$ cat src/rtl/if_fetch_unit_pkg.sv
`default_nettype none
// ==================================================================
// Module   : if_fetch_unit_pkg
// Purpose  : Shared widths, defaults, FSM encoding and helpers for
//            the instruction-fetch stage.
// Revision : 1.0 - initial release
// ==================================================================
package if_fetch_unit_pkg;

  localparam int unsigned INSTR_W = 32;

  localparam logic [31:0]        DEF_RESET_PC  = 32'h0040_0000;
  localparam logic [INSTR_W-1:0] DEF_NOP_INSTR = {INSTR_W{1'b0}};

  // Fetch FSM: REQ issues a request, WAIT has one outstanding fetch,
  // HOLD parks a response while ID is stalled.
  typedef enum logic [1:0] {
    ST_REQ  = 2'd0,
    ST_WAIT = 2'd1,
    ST_HOLD = 2'd2
  } fetch_state_e;

  // Instruction addresses are always word aligned; low bits are dropped.
  function automatic logic [31:0] word_align(input logic [31:0] addr);
    return addr & 32'hFFFF_FFFC;
  endfunction

endpackage
`default_nettype wire

$ cat src/rtl/if_skid_buffer.sv
`default_nettype none
// ==================================================================
// Module   : if_skid_buffer
// Purpose  : One-entry instruction/PC holding register used to park
//            a memory response that arrives while ID is stalled.
// Revision : 1.0 - initial release
// ==================================================================
module if_skid_buffer
  import if_fetch_unit_pkg::*;
(
  input  logic               clk,
  input  logic               rst_n,
  input  logic               load,
  input  logic [INSTR_W-1:0] load_instr,
  input  logic [31:0]        load_pc,
  input  logic               pop,
  output logic               valid,
  output logic [INSTR_W-1:0] instr,
  output logic [31:0]        pc
);

  // Capture on load, release on pop; a load takes priority over a pop.
  always_ff @(posedge clk or negedge rst_n) begin
    if (!rst_n) begin
      valid <= 1'b0;
      instr <= {INSTR_W{1'b0}};
      pc    <= 32'h0;
    end else if (load) begin
      valid <= 1'b1;
      instr <= load_instr;
      pc    <= load_pc;
    end else if (pop) begin
      valid <= 1'b0;
    end
  end

endmodule
`default_nettype wire

$ cat src/rtl/if_fetch_unit.sv
`default_nettype none
// ==================================================================
// Module   : if_fetch_unit
// Purpose  : Instruction-fetch stage. Owns the PC, issues requests to
//            a variable-latency instruction memory, holds the IF/ID
//            register and applies single-delay-slot redirects from ID.
// Options  : IF_PERF_CNT_EN adds perf_fetch_cnt / perf_stall_cnt.
// Revision : 1.0 - initial release
// ==================================================================
module if_fetch_unit
  import if_fetch_unit_pkg::*;
#(
  parameter logic [31:0]        RESET_PC  = DEF_RESET_PC,
  parameter logic [INSTR_W-1:0] NOP_INSTR = DEF_NOP_INSTR
) (
  input  logic               clk,
  input  logic               rst_n,
  output logic               imem_req,
  output logic [31:0]        imem_addr,
  input  logic               imem_gnt,
  input  logic               imem_rvalid,
  input  logic [INSTR_W-1:0] imem_rdata,
  input  logic               id_stall,
  input  logic               is_branch,
  input  logic [31:0]        branch_pc,
  output logic [INSTR_W-1:0] id_instr,
  output logic [31:0]        id_pc,
  output logic               id_valid,
  output logic [31:0]        delay_slot_pc
`ifdef IF_PERF_CNT_EN
  ,
  output logic [31:0]        perf_fetch_cnt,
  output logic [31:0]        perf_stall_cnt
`endif
);

  fetch_state_e       r_state;
  fetch_state_e       w_state_next;
  logic               r_run;          // low for the first cycle after reset
  logic [31:0]        r_pc;
  logic               r_pending;
  logic [31:0]        r_pending_pc;

  logic               w_skid_load;
  logic               w_skid_pop;
  logic               w_skid_valid;
  logic [INSTR_W-1:0] w_skid_instr;
  logic [31:0]        w_skid_pc;

  logic               w_fetch_done;   // a fetched word enters IF/ID this cycle
  logic [INSTR_W-1:0] w_fetch_instr;
  logic [31:0]        w_fetch_pc;
  logic               w_redirect;
  logic [31:0]        w_pc_next;

  if_skid_buffer u_skid (
    .clk        (clk),
    .rst_n      (rst_n),
    .load       (w_skid_load),
    .load_instr (imem_rdata),
    .load_pc    (r_pc),
    .pop        (w_skid_pop),
    .valid      (w_skid_valid),
    .instr      (w_skid_instr),
    .pc         (w_skid_pc)
  );

  // FSM state register.
  always_ff @(posedge clk or negedge rst_n) begin
    if (!rst_n) r_state <= ST_REQ;
    else        r_state <= w_state_next;
  end

  // Next-state, memory handshake and skid control.
  always_comb begin
    w_state_next  = r_state;
    imem_req      = 1'b0;
    w_skid_load   = 1'b0;
    w_skid_pop    = 1'b0;
    w_fetch_done  = 1'b0;
    w_fetch_instr = imem_rdata;
    w_fetch_pc    = r_pc;
    case (r_state)
      ST_REQ: begin
        imem_req = r_run;
        if (r_run && imem_gnt) w_state_next = ST_WAIT;
      end
      ST_WAIT: begin
        if (imem_rvalid) begin
          if (!id_stall) begin
            w_fetch_done = 1'b1;
            w_state_next = ST_REQ;
          end else begin
            w_skid_load  = 1'b1;
            w_state_next = ST_HOLD;
          end
        end
      end
      ST_HOLD: begin
        w_fetch_instr = w_skid_instr;
        w_fetch_pc    = w_skid_pc;
        if (!id_stall && w_skid_valid) begin
          w_fetch_done = 1'b1;
          w_skid_pop   = 1'b1;
          w_state_next = ST_REQ;
        end
      end
      default: w_state_next = ST_REQ;
    endcase
  end

  assign imem_addr     = word_align(r_pc);
  assign delay_slot_pc = r_pc;

  // The instruction in IF when ID resolves a branch is the delay slot;
  // only its successor is redirected.
  assign w_redirect = id_valid & is_branch & ~id_stall;
  assign w_pc_next  = r_pending  ? r_pending_pc :
                      w_redirect ? word_align(branch_pc) :
                                   r_pc + 32'd4;

  // Hold off the first request by one cycle after reset release.
  always_ff @(posedge clk or negedge rst_n) begin
    if (!rst_n) r_run <= 1'b0;
    else        r_run <= 1'b1;
  end

  // PC advance on fetch completion; remember a redirect that arrives
  // before the delay-slot fetch has completed.
  always_ff @(posedge clk or negedge rst_n) begin
    if (!rst_n) begin
      r_pc         <= word_align(RESET_PC);
      r_pending    <= 1'b0;
      r_pending_pc <= 32'h0;
    end else if (w_fetch_done) begin
      r_pc      <= w_pc_next;
      r_pending <= 1'b0;
    end else if (w_redirect) begin
      r_pending    <= 1'b1;
      r_pending_pc <= word_align(branch_pc);
    end
  end

  // IF/ID register: load on completion, bubble when ID consumes its
  // instruction with nothing new arriving, hold while stalled.
  always_ff @(posedge clk or negedge rst_n) begin
    if (!rst_n) begin
      id_valid <= 1'b0;
      id_instr <= NOP_INSTR;
      id_pc    <= 32'h0;
    end else if (w_fetch_done) begin
      id_valid <= 1'b1;
      id_instr <= w_fetch_instr;
      id_pc    <= w_fetch_pc;
    end else if (!id_stall) begin
      id_valid <= 1'b0;
      id_instr <= NOP_INSTR;
    end
  end

`ifdef IF_PERF_CNT_EN
  // Count IF/ID writes and cycles spent waiting on a stalled ID.
  always_ff @(posedge clk or negedge rst_n) begin
    if (!rst_n) begin
      perf_fetch_cnt <= 32'h0;
      perf_stall_cnt <= 32'h0;
    end else begin
      if (w_fetch_done) perf_fetch_cnt <= perf_fetch_cnt + 32'd1;
      if ((r_state == ST_HOLD) || ((r_state == ST_WAIT) && id_stall))
        perf_stall_cnt <= perf_stall_cnt + 32'd1;
    end
  end
`endif

  // The memory may only respond to a request it has already granted.
  a_no_rvalid_in_req: assert property (@(posedge clk) disable iff (!rst_n)
    !(imem_req && imem_rvalid));

endmodule
`default_nettype wire

$ cat config.mk
export PLATFORM = sky130hd
export DESIGN_NAME = if_fetch_unit
export DESIGN_NICKNAME = d
export VERILOG_FILES = /design/src/rtl/if_fetch_unit_pkg.sv /design/src/rtl/if_skid_buffer.sv /design/src/rtl/if_fetch_unit.sv
export SDC_FILE = /design/constraint.sdc
export NUM_CORES = 1
export LEC_CHECK = 0
export ABC_CLOCK_PERIOD_IN_PS = 3100
export CORE_ASPECT_RATIO = 0.9
export CORE_MARGIN = 2
export CORE_UTILIZATION = 52
export CTS_CLUSTER_SIZE = 30
export DETAILED_ROUTE_END_ITERATION = 8
export GPL_TIMING_DRIVEN = 0
export HOLD_SLACK_MARGIN = 0.08
export PLACE_DENSITY_LB_ADDON = 0.1
export SLEW_MARGIN = 0
export SYNTH_ARGS = -nofsm -noshare
export SYNTH_HDL_FRONTEND = slang
export SYNTH_HIERARCHICAL = 1
export SYNTH_SLANG_ARGS = --single-unit
$ cat constraint.sdc
create_clock -name clk -period 3.1 [get_ports clk]
set_clock_uncertainty 0.1 [all_clocks]
set_input_delay 0.775 -clock clk [delete_from_list [all_inputs] [get_ports clk]]
set_output_delay 0.775 -clock clk [all_outputs]
set_load 0.03 [all_outputs]
# Word level (Yosys, flattened, before mapping)
# Cells that the tools add are included.
[totals]
register_bits = 196
inputBits = 70
out_inout_bits = 130
[op_classes]
add_sub_neg = 1
n_eq_ne = 6
muxes = 26
n_bitwise = 4
reduce_logical = 8
[op_table]
columns = ["operator", "count"]
rows = [
  ["32-bit 2-to-1 mux", 6],
  ["32-bit by 3-bit adder with 32-bit output (second input constant)", 1],
  ["1-bit 2-to-1 mux", 14],
  ["2-bit 2-to-1 mux", 4],
  ["2-bit inequality test (second input constant)", 3],
  ["2-bit case mux with 3 select lines", 1],
  ["2-bit nonzero test", 2],
  ["3-bit AND reduction", 1],
  ["1-bit bitwise AND", 2],
  ["2-bit by 1-bit equality test with 1-bit output (second input constant)", 1],
  ["2-bit equality test (second input constant)", 1],
  ["1-bit logical AND", 2],
  ["2-bit logical NOT", 1],
  ["2-bit by 1-bit inequality test with 1-bit output (second input constant)", 1],
  ["1-bit inverter", 2],
  ["1-bit case mux with 2 select lines", 1],
  ["2-bit AND reduction", 1],
  ["1-bit logical NOT", 1],
]

# Logic depth before layout (Yosys ltp)
# Gate-level depths: netlist of run 1.
[depth]
ltp_word = 6
ltp_mapped = 9

# Cells and area by module
# Netlist of run 1, hierarchy kept.
[by_module_without_submodules]
columns = ["mod", "n_inst", "cells_per_inst", "area_each_um2"]
rows = [
  ["if_fetch_unit", 1, 717, 6869.1],
  ["if_skid_buffer", 1, 138, 2615.0],
]

# Worst setup path after synthesis of run 1
# No wires, ideal clock.
[synth_timing]
kind = "reg-to-reg"
from = "register r_pc[16] (netlist: delay_slot_pc[16])"
to = "register r_pc[31] (netlist: delay_slot_pc[31])"
setup_time_ps = 80
arrival_time_ps = 2239
setup_slack_ps = 681
path_stages_with_launch = 7
n_path_buf = 1
synth_period_minus_slack_ps = 2419
cell_sequence = "dfrtp_1 -> buf_4 -> nand4_2 -> or4_4 -> or4b_4 -> a21oi_2 -> a2bb2oi_1"
[synth_between]
elab_chain_cells = 3
[synth_lines]
columns = ["element", "line", "source"]
rows = [
  ["start, declared", "if_fetch_unit.sv:40", "logic [31:0] r_pc;"],
  ["start signal, assigned", "if_fetch_unit.sv:132", "r_pc <= word_align(RESET_PC);"],
  ["start signal, assigned", "if_fetch_unit.sv:136", "r_pc <= w_pc_next;"],
  ["32-bit by 3-bit adder with 32-bit output", "if_fetch_unit.sv:120", "r_pc + 32'd4;"],
  ["32-bit 2-to-1 mux", "if_fetch_unit.sv:119", "w_redirect ? word_align(branch_pc) :"],
  ["32-bit 2-to-1 mux", "if_fetch_unit.sv:118", "assign w_pc_next = r_pending ? r_pending_pc :"],
]
# No other way between the ends.
# A chain may end at the register's enable or synchronous reset.

# Worst setup path in the final report of run 1
[layout_timing]
from = "input id_stall"
to = "register r_pc[21] (netlist: delay_slot_pc[21])"
[layout_between]
elab_chain_cells = 4
elab_cells_between_ends = 10
cone_classes = "mux (6); bitwise (2); reduce/logical (2)"
[layout_lines]
columns = ["element", "line", "source"]
rows = [
  ["start, declared", "if_fetch_unit.sv:23", "input logic id_stall,"],
  ["1-bit logical NOT or 1-bit inverter (tied branches)", "--", ""],
  ["1-bit logical AND or 1-bit bitwise AND (tied branches)", "if_fetch_unit.sv:102, if_fetch_unit.sv:117", ""],
  ["1-bit 2-to-1 mux or 32-bit 2-to-1 mux (tied branches)", "if_fetch_unit.sv:102, if_fetch_unit.sv:119", ""],
  ["1-bit case mux with 2 select lines or 32-bit 2-to-1 mux (tied branches)", "if_fetch_unit.sv:83, if_fetch_unit.sv:118", ""],
]
# Parallel ways exist; a longest one is shown, timed or not.

==> results.md, run 1 <==
* Final Instance Area at around 12000 sq um
* Non-filler cells, final at roughly 1300
* Num CTS Buffers at 17
* Post-route ant nets at 0
* FP Rows at 46
* Die Height at 132.1 um
* Global routing usage on met1 at about two fifths
* Startpoint Class: primary input
* CTS tree: done
* Final core utilization at 69.89%
* Post-Syn Instances at about 860
* Max Cap Violations at 0
* Max_slew headroom at 11.07%
* Post-DP HPWL at around 18 mm
* Warnings, synthesis at 6
* Root Buffer: clkbuf_16
* Leak at between 5 and 6 nW
* Most frequent cell after synthesis: dfrtp_1
* Commonest register cell after synthesis: dfrtp_1
* Final #Nets at roughly 1100
* Fin crit share at 94.74%
* Pre-CTS setup slack at -0.2231 ns
* Placed Area at between 10000 and 15000 sq um
* Peak VDD IR at about 0.52 mV
* Outcome: completed
* FF/Latch Area at 4856 sq um
* PostCTS Resize Cnt at 0
* Total clock sinks at 194
* R2R depth at 6
* Vias in the first global route at around 7300
* Async S/R FF share, synth at 100.0%
* Initial Util at between 50% and 60%
* WL per Instance at roughly 19 um
* Setup bufs post-CTS at 0
* Largest net degree at the start of global routing at around 70
* Achievable Freq at about 340 MHz
* Total gr overflow at 0
* Final worst slack at approximately 0.16 ns
* I/O Buffers at slightly below 200
* Final Critical Period at 2.937 ns
* CP endpoint kind: flop
* Worst Hold Class: in2async
* Cell count after placement at ~1300
* Worst slew pin tran at between 1 and 1.5 ns
* Die ar. at a little under 20000 sq um
* Initial antenna violation count at 0
* Area taken by multi-input logic gates at between 4000 and 5000 sq um
* # DRC at 0
* Area grow syn2layout at 30.63%
* Via count at 7498
* CTS Buffer Depth at 2
* Register area share after synthesis at 51.20%
* Number of antenna diodes at 0
* Worst R2R Setup Slack at about 0.26 ns
* Yosys top cell by area: dfrtp_1
* Die X at around 150 um
* Total core area at about 18000 sq um
* RSZ-0062 raised after global routing: no
* Post-synthesis register bit count at approximately 190
* Worst-Skew Late Latency at around 0.43 ns
* CP Class: in2reg
* Post-synth EDFFs at 0
* Pwr Density at ~1000 nW/um^2
* Fraction of layout cells with a size suffix above 1 at about 17%
* Post-Syn Area at 9484 sq um
* H-tree Lvls at 4
* Final setup viols at 0
* Num ports at 200
* GRT Max-Usage Layer: met1
* Setup TNS at 0 ns
* CP Max Fanout at 10
* Critical Path AT at about 3.2 ns
* Vias per cell at roughly 5.7
* Post-synth top cells: dfrtp_1 (193), nand2_1 (105), o21ai_0 (99), mux2i_1 (63), mux2_4 (49)
* Fillers at between 1000 and 1500
* Distinct cell type count of the synthesized netlist at 57
* GR Util met2 at between 30% and 40%
* Count of hold-fix buffers inserted at cts at 0
* Gpl congestion at between 0.8 and 0.9
* Max Slew Vio Count at 0
* DRT Wirelength at approximately 26 mm
* DR iter-0 viols at 734
* Worst Path Required at approximately 3.3 ns
* Synth top area cells: dfrtp_1 (51%), mux2_4 (7.8%), mux2i_1 (6.6%)
* GRT met3 Usage at 5.571%
* Avg Cell Area, Syn at 11.09 sq um
* Clk slew on worst S/H paths at around 0.070 ns
* First-pass GRT wire length at around 40 mm
* Synth top area share at between 50% and 60%
* Final Hold Fails at 0
* Initial DRT Pass Iterations at 5
* Total GRT Usage at roughly 27%
[worst paths after layout]
check	start	end
max reg2reg	delay_slot_pc[2]$_DFFE_PN0P_	delay_slot_pc[20]$_DFFE_PN0P_
max in group asynchronous	rst_n	delay_slot_pc[22]$_DFFE_PN1P_
min in group clk	id_pc[1]$_DFFE_PN0P_	id_pc[1]$_DFFE_PN0P_
max	id_stall	delay_slot_pc[21]$_DFFE_PN0P_
min	rst_n	id_pc[2]$_DFFE_PN0P_
min reg2reg	id_pc[1]$_DFFE_PN0P_	id_pc[1]$_DFFE_PN0P_
[power by group]
| part | switching (W) | total, W | internal [W] | leakage (nW) |
|---|---|---|---|---|
| Combinational | 0.00296 | 0.00557 | 0.00261 | 2.45 |
| Clock | 0.00105 | 0.00226 | 0.00122 | 0.290 |
| Sequential | 0.000862 | 0.00440 | 0.00354 | 2.48 |
| Total | 0.00487 | 0.0122 | 0.00736 | 5.22 |
[cells by family after synthesis]
logic type | share of synthesized area (%)
AOI/OAI and AO/OA | 11.17
and+or+nand+nor | 10.18
other | 0.07919
muxes | 19.87
buffers and inverters | 6.596
DFF | 51.20
xor gates and xnor gates | 0.3695
adders and majority gates | 0.5277
[worst max-delay path, stage by stage]
cell             delay [ns]
clkdlybuf4s50_1        0.49
clkbuf_1               0.43
nand3b_1               0.26
clkbuf_1               0.54
o21ai_0                0.18
a31oi_1                0.20
a211oi_1               0.07
a221oi_1               0.23
[cells in the final DEF, fill, tap and decap left out, drive strengths merged, types with 3 or more instances in the layout]
cell | Yosys | routed
a211oi | 9 | 9
a21oi | 41 | 41
a221oi | 3 | 3
a2bb2oi | 3 | 3
a31oi | 5 | 5
and3 | 8 | 8
buf | 55 | 58
clkbuf | 36 | 53
clkdlybuf4s50 | 0 | 192
clkinv | 0 | 3
conb | 2 | 7
dfrtp | 193 | 193
ha | 4 | 4
inv | 12 | 20
mux2 | 95 | 95
mux2i | 63 | 63
nand2 | 105 | 105
nand2b | 3 | 3
nand3 | 22 | 22
nand3b | 3 | 3
nand4 | 10 | 10
nor2 | 29 | 29
nor3 | 9 | 9
nor4 | 4 | 4
o21a | 4 | 4
o21ai | 100 | 100
o22ai | 5 | 5
xnor2 | 3 | 3
[through the flow]
step	hold WS [ns]	power, W
after floorplan	0.3721	0.007826
after global placement	0.3526	0.009836
after detailed placement	0.3628	0.009963
after CTS	0.1805	0.01224
after global routing	0.1939	0.01285
final	0.1645	0.01223
[routing by layer]
| metal | vias up | wire length, um |
|---|---|---|
| li1 | 3423 | - |
| met1 | 3697 | 11620 |
| met2 | 327 | 11470 |
| met3 | 51 | 1817 |
| met4 | 0 | 595 |
| met5 | - | 0 |
[cell type report]
type                       instances  area share, %
multi-input combinational        563          32.46
sequential                       194          39.19
tap                              240          2.424
clock buffer                      17          3.434
inverter                          12         0.3636
timing repair buffer             195          16.08
clock inverter                    14          1.363
buffer                            91          4.686
[flip-flops by register name (all words and copies together) (netlist names)]
name,flops
id_valid,1
u_skid/pc,32
u_skid/valid,1
delay_slot_pc,30
r_run,1
r_state,2
r_pending_pc,30
u_skid/instr,32
r_pending,1
id_pc,32
id_instr,32
Note: power is estimated with default switching activity, not from simulation.
==> run 2: changes to the inputs <==
--- a/config.mk
+++ b/config.mk
@@ -8,7 +8,7 @@
 export ABC_CLOCK_PERIOD_IN_PS = 3100
 export CORE_ASPECT_RATIO = 0.9
 export CORE_MARGIN = 2
-export CORE_UTILIZATION = 52
+export CORE_UTILIZATION = 50
 export CTS_CLUSTER_SIZE = 30
 export DETAILED_ROUTE_END_ITERATION = 8
 export GPL_TIMING_DRIVEN = 0
==> run 2 against run 1 <==
  * Routed wire length fell by 0.94%
  * Combinational power about the same
  * Global-route usage down 0.87 points
  * Critical path depth did not move
  * Via count shrank 1.9%
  * Total power is 1.4% lower
  * Die area up 3.9%
  * Utilization down 3.1 points
  * Largest cell class unchanged
  * Design area decreased by 0.49%
==> results.md, run 2 (same netlist as run 1, synthesis figures left out) <==
* Max Slew Vio Count at 0 (unchanged)
* Pwr Density at 977.8 nW/um^2 (-0.94%)
* Cell count after placement at 1299 (+0.31%)
* CTS Buffer Depth at 2 (unchanged)
* Worst setup path endpoint: delay_slot_pc[23]$_DFFE_PN0P_
* Worst R2R Setup Slack at 0.35 ns (+0.09 ns)
* Max_slew headroom at 20.71% (+9.6 points)
* Sw Pwr at 0.004866 W (about the same)
* Initial DRT Pass Iterations at 5 (unchanged)
* R2R depth at 9 (+3)
* Vias in the first global route at 7221 (-1.6%)
* Gpl congestion at 0.8695 (-2.2%)
* Critical Path AT at 3.13 ns (-0.04 ns)
* Final core utilization at 66.76% (-3.1 points)
* Total gr overflow at 0 (unchanged)
* First-pass GRT wire length at 40.01 mm (-1.9%)
* Initial Util at 51.36% (-2.1 points)
* Num ports at 200 (unchanged)
* Most frequent cells in the layout: dfrtp_1 (193), clkdlybuf4s50_1 (192), nand2_1 (105)
* Fin crit share at 93.75% (-1.0 points)
* Final #Nets at 1147 (-0.087%)
* Largest net degree at the start of global routing at 111 (+61%)
* Total core area at 18470 sq um (+4.2%)
* Worst slew pin tran at 1.179 ns (-0.1432 ns)
* Worst Path Required at 3.32 ns (about the same)
* Peak VDD IR at 0.4259 mV (-18%)
* CTS tree: done
* Flop pwr share at 36.4% (+0.4 points)
* Via count at 7359 (-1.9%)
* DRT Wirelength at 25.26 mm (-0.94%)
* Reg-to-reg startpoint: r_state[0]$_DFFE_PN0P_
* Total design power at 0.01205 W (-1.4%)
* CP endpoint kind: flop
* Commonest non-fill, non-tap cell in the layout: dfrtp_1
* Final setup viols at 0 (unchanged)
* CP Class: in2reg
* Count of hold-fix buffers inserted at cts at 0 (unchanged)
* Clk network pwr share at 17.4% (-1.1 points)
* Total GRT Usage at 25.92% (-0.87 points)
* Leak at 5.182 nW (-0.76%)
* DR iter-0 viols at 603 (-18%)
* Max Cap Violations at 0 (unchanged)
* Num CTS Buffers at 17 (unchanged)
* Startpoint Class: primary input
* Vias per cell at 5.529 (-2.2%)
* Area grow syn2layout at 29.99%
* Crit. Startpoint: imem_rvalid
* Pint at 0.007188 W (-2.3%)
* Worst Hold Class: in2async
* Worst-Skew Late Latency at 0.44 ns (about the same)
* RSZ-0062 raised after global routing: no
* Final Hold Fails at 0 (unchanged)
* Root Buffer: clkbuf_16
* CP Max Fanout at 10 (unchanged)
* WL per Instance at 18.98 um (-1.3%)
* Die X at 149.2 um (+1.9%)
* Die ar. at 20090 sq um (+3.9%)
* Number of antenna diodes at 0 (unchanged)
* # DRC at 0 (unchanged)
* H-tree Lvls at 4 (unchanged)
* Non-filler cells, final at 1331 (+0.38%)
* Die Height at 134.7 um (+1.9%)
* FP Rows at 47 (+2.2%)
* I/O Buffers at 193 (unchanged)
* Clk slew on worst S/H paths at 0.07 ns (about the same)
* Outcome: completed
* Fraction of layout cells with a size suffix above 1 at 17.31% (+0.092 points)
* Post-route ant nets at 0 (unchanged)
* Achievable Freq at 344.1 MHz (+1.1%)
* Post-DP HPWL at 17.62 mm (-1.7%)
* Initial antenna violation count at 0 (unchanged)
* Sw Share at 40.37% (+0.54 points)
* Total clock sinks at 194 (unchanged)
* Comb pwr share at 46.3% (+0.8 points)
* Worst R2R End: delay_slot_pc[23]$_DFFE_PN0P_
* Final Critical Period at 2.906 ns (-0.03087 ns)
-- run 2: cell count changes in the layout (fill, tap and decap cells not counted) --
cell	previous run	this run
buf_16	2	1
bufinv_16	2	0
clkbuf_1	33	32
clkbuf_2	0	1
clkinv_2	0	1
clkinv_4	3	5
clkinvlp_4	1	4
inv_6	6	3
-- run 2: timing repair --
action,in CTS,in global routing
setup endpoints to repair,0,1
resized for setup,0,2
setup buffers,0,0
-- run 2: layout make-up --
class                      count  area (sq um)
buffer                        91         581.8
clock buffer                  17         425.4
clock inverter                15         127.6
fill                        1525          6137
inverter                      12         45.04
multi-input combinational    563          4021
sequential                   194          4856
tap                          245         306.5
timing repair buffer         194          1964
-- run 2: per-stage QoR --
stage                     cell area [sq um]  TNS [ns]  setup WS [ns]  hold WS (ns)
after floorplan                        9503         0         0.6812        0.3721
after global placement                11740  -1384.60         -7.133        0.3538
after detailed placement              11770    -7.543        -0.2158        0.3572
after CTS                             12330         0         0.2301        0.2527
after global routing                  12330         0         0.1005        0.2607
final                                 12330         0         0.1938        0.1986
-- run 2: worst max-delay path, cell delays in order --
cell	delay, ns
clkdlybuf4s50_1	0.46
a22o_1	0.27
nand3b_1	0.40
clkbuf_8	0.30
clkbuf_1	0.51
a21oi_1	0.16
a21oi_1	0.16
nand3_1	0.09
-- run 2: layer usage --
metal,vias up,wire (um),global-route usage [%]
li1,3420,-,-
met1,3578,11370,38.27
met2,314,11310,37.56
met3,47,2003,6.419
met4,0,583,8.571
met5,-,0,0
-- run 2: how the worst min path moves through the flow --
stage	start	endpoint	slack [ns]
floorplan	u_skid/pc[0]$_DFFE_PN0P_	id_pc[0]$_DFFE_PN0P_	0.37
global placement	id_pc[0]$_DFFE_PN0P_	id_pc[0]$_DFFE_PN0P_	0.35
detailed placement	id_pc[0]$_DFFE_PN0P_	id_pc[0]$_DFFE_PN0P_	0.36
CTS	rst_n	r_pending_pc[3]$_DFFE_PN0P_	0.25
global route	rst_n	r_pending_pc[3]$_DFFE_PN0P_	0.26
finish	rst_n	r_pending_pc[3]$_DFFE_PN0P_	0.20
-- run 2: power groups by stage --
| stage | Sequential [W] | Combinational (W) | Clock [W] |
|---|---|---|---|
| 2_1_floorplan | 0.00499 | 0.00284 | 0 |
| 3_3_place_gp | 0.00437 | 0.00548 | 0 |
| 3_5_place_dp | 0.00441 | 0.00556 | 0 |
| 4_1_cts | 0.00437 | 0.00558 | 0.00213 |
| 5_1_grt | 0.00452 | 0.00596 | 0.00223 |
| 6_report | 0.00438 | 0.00558 | 0.00209 |
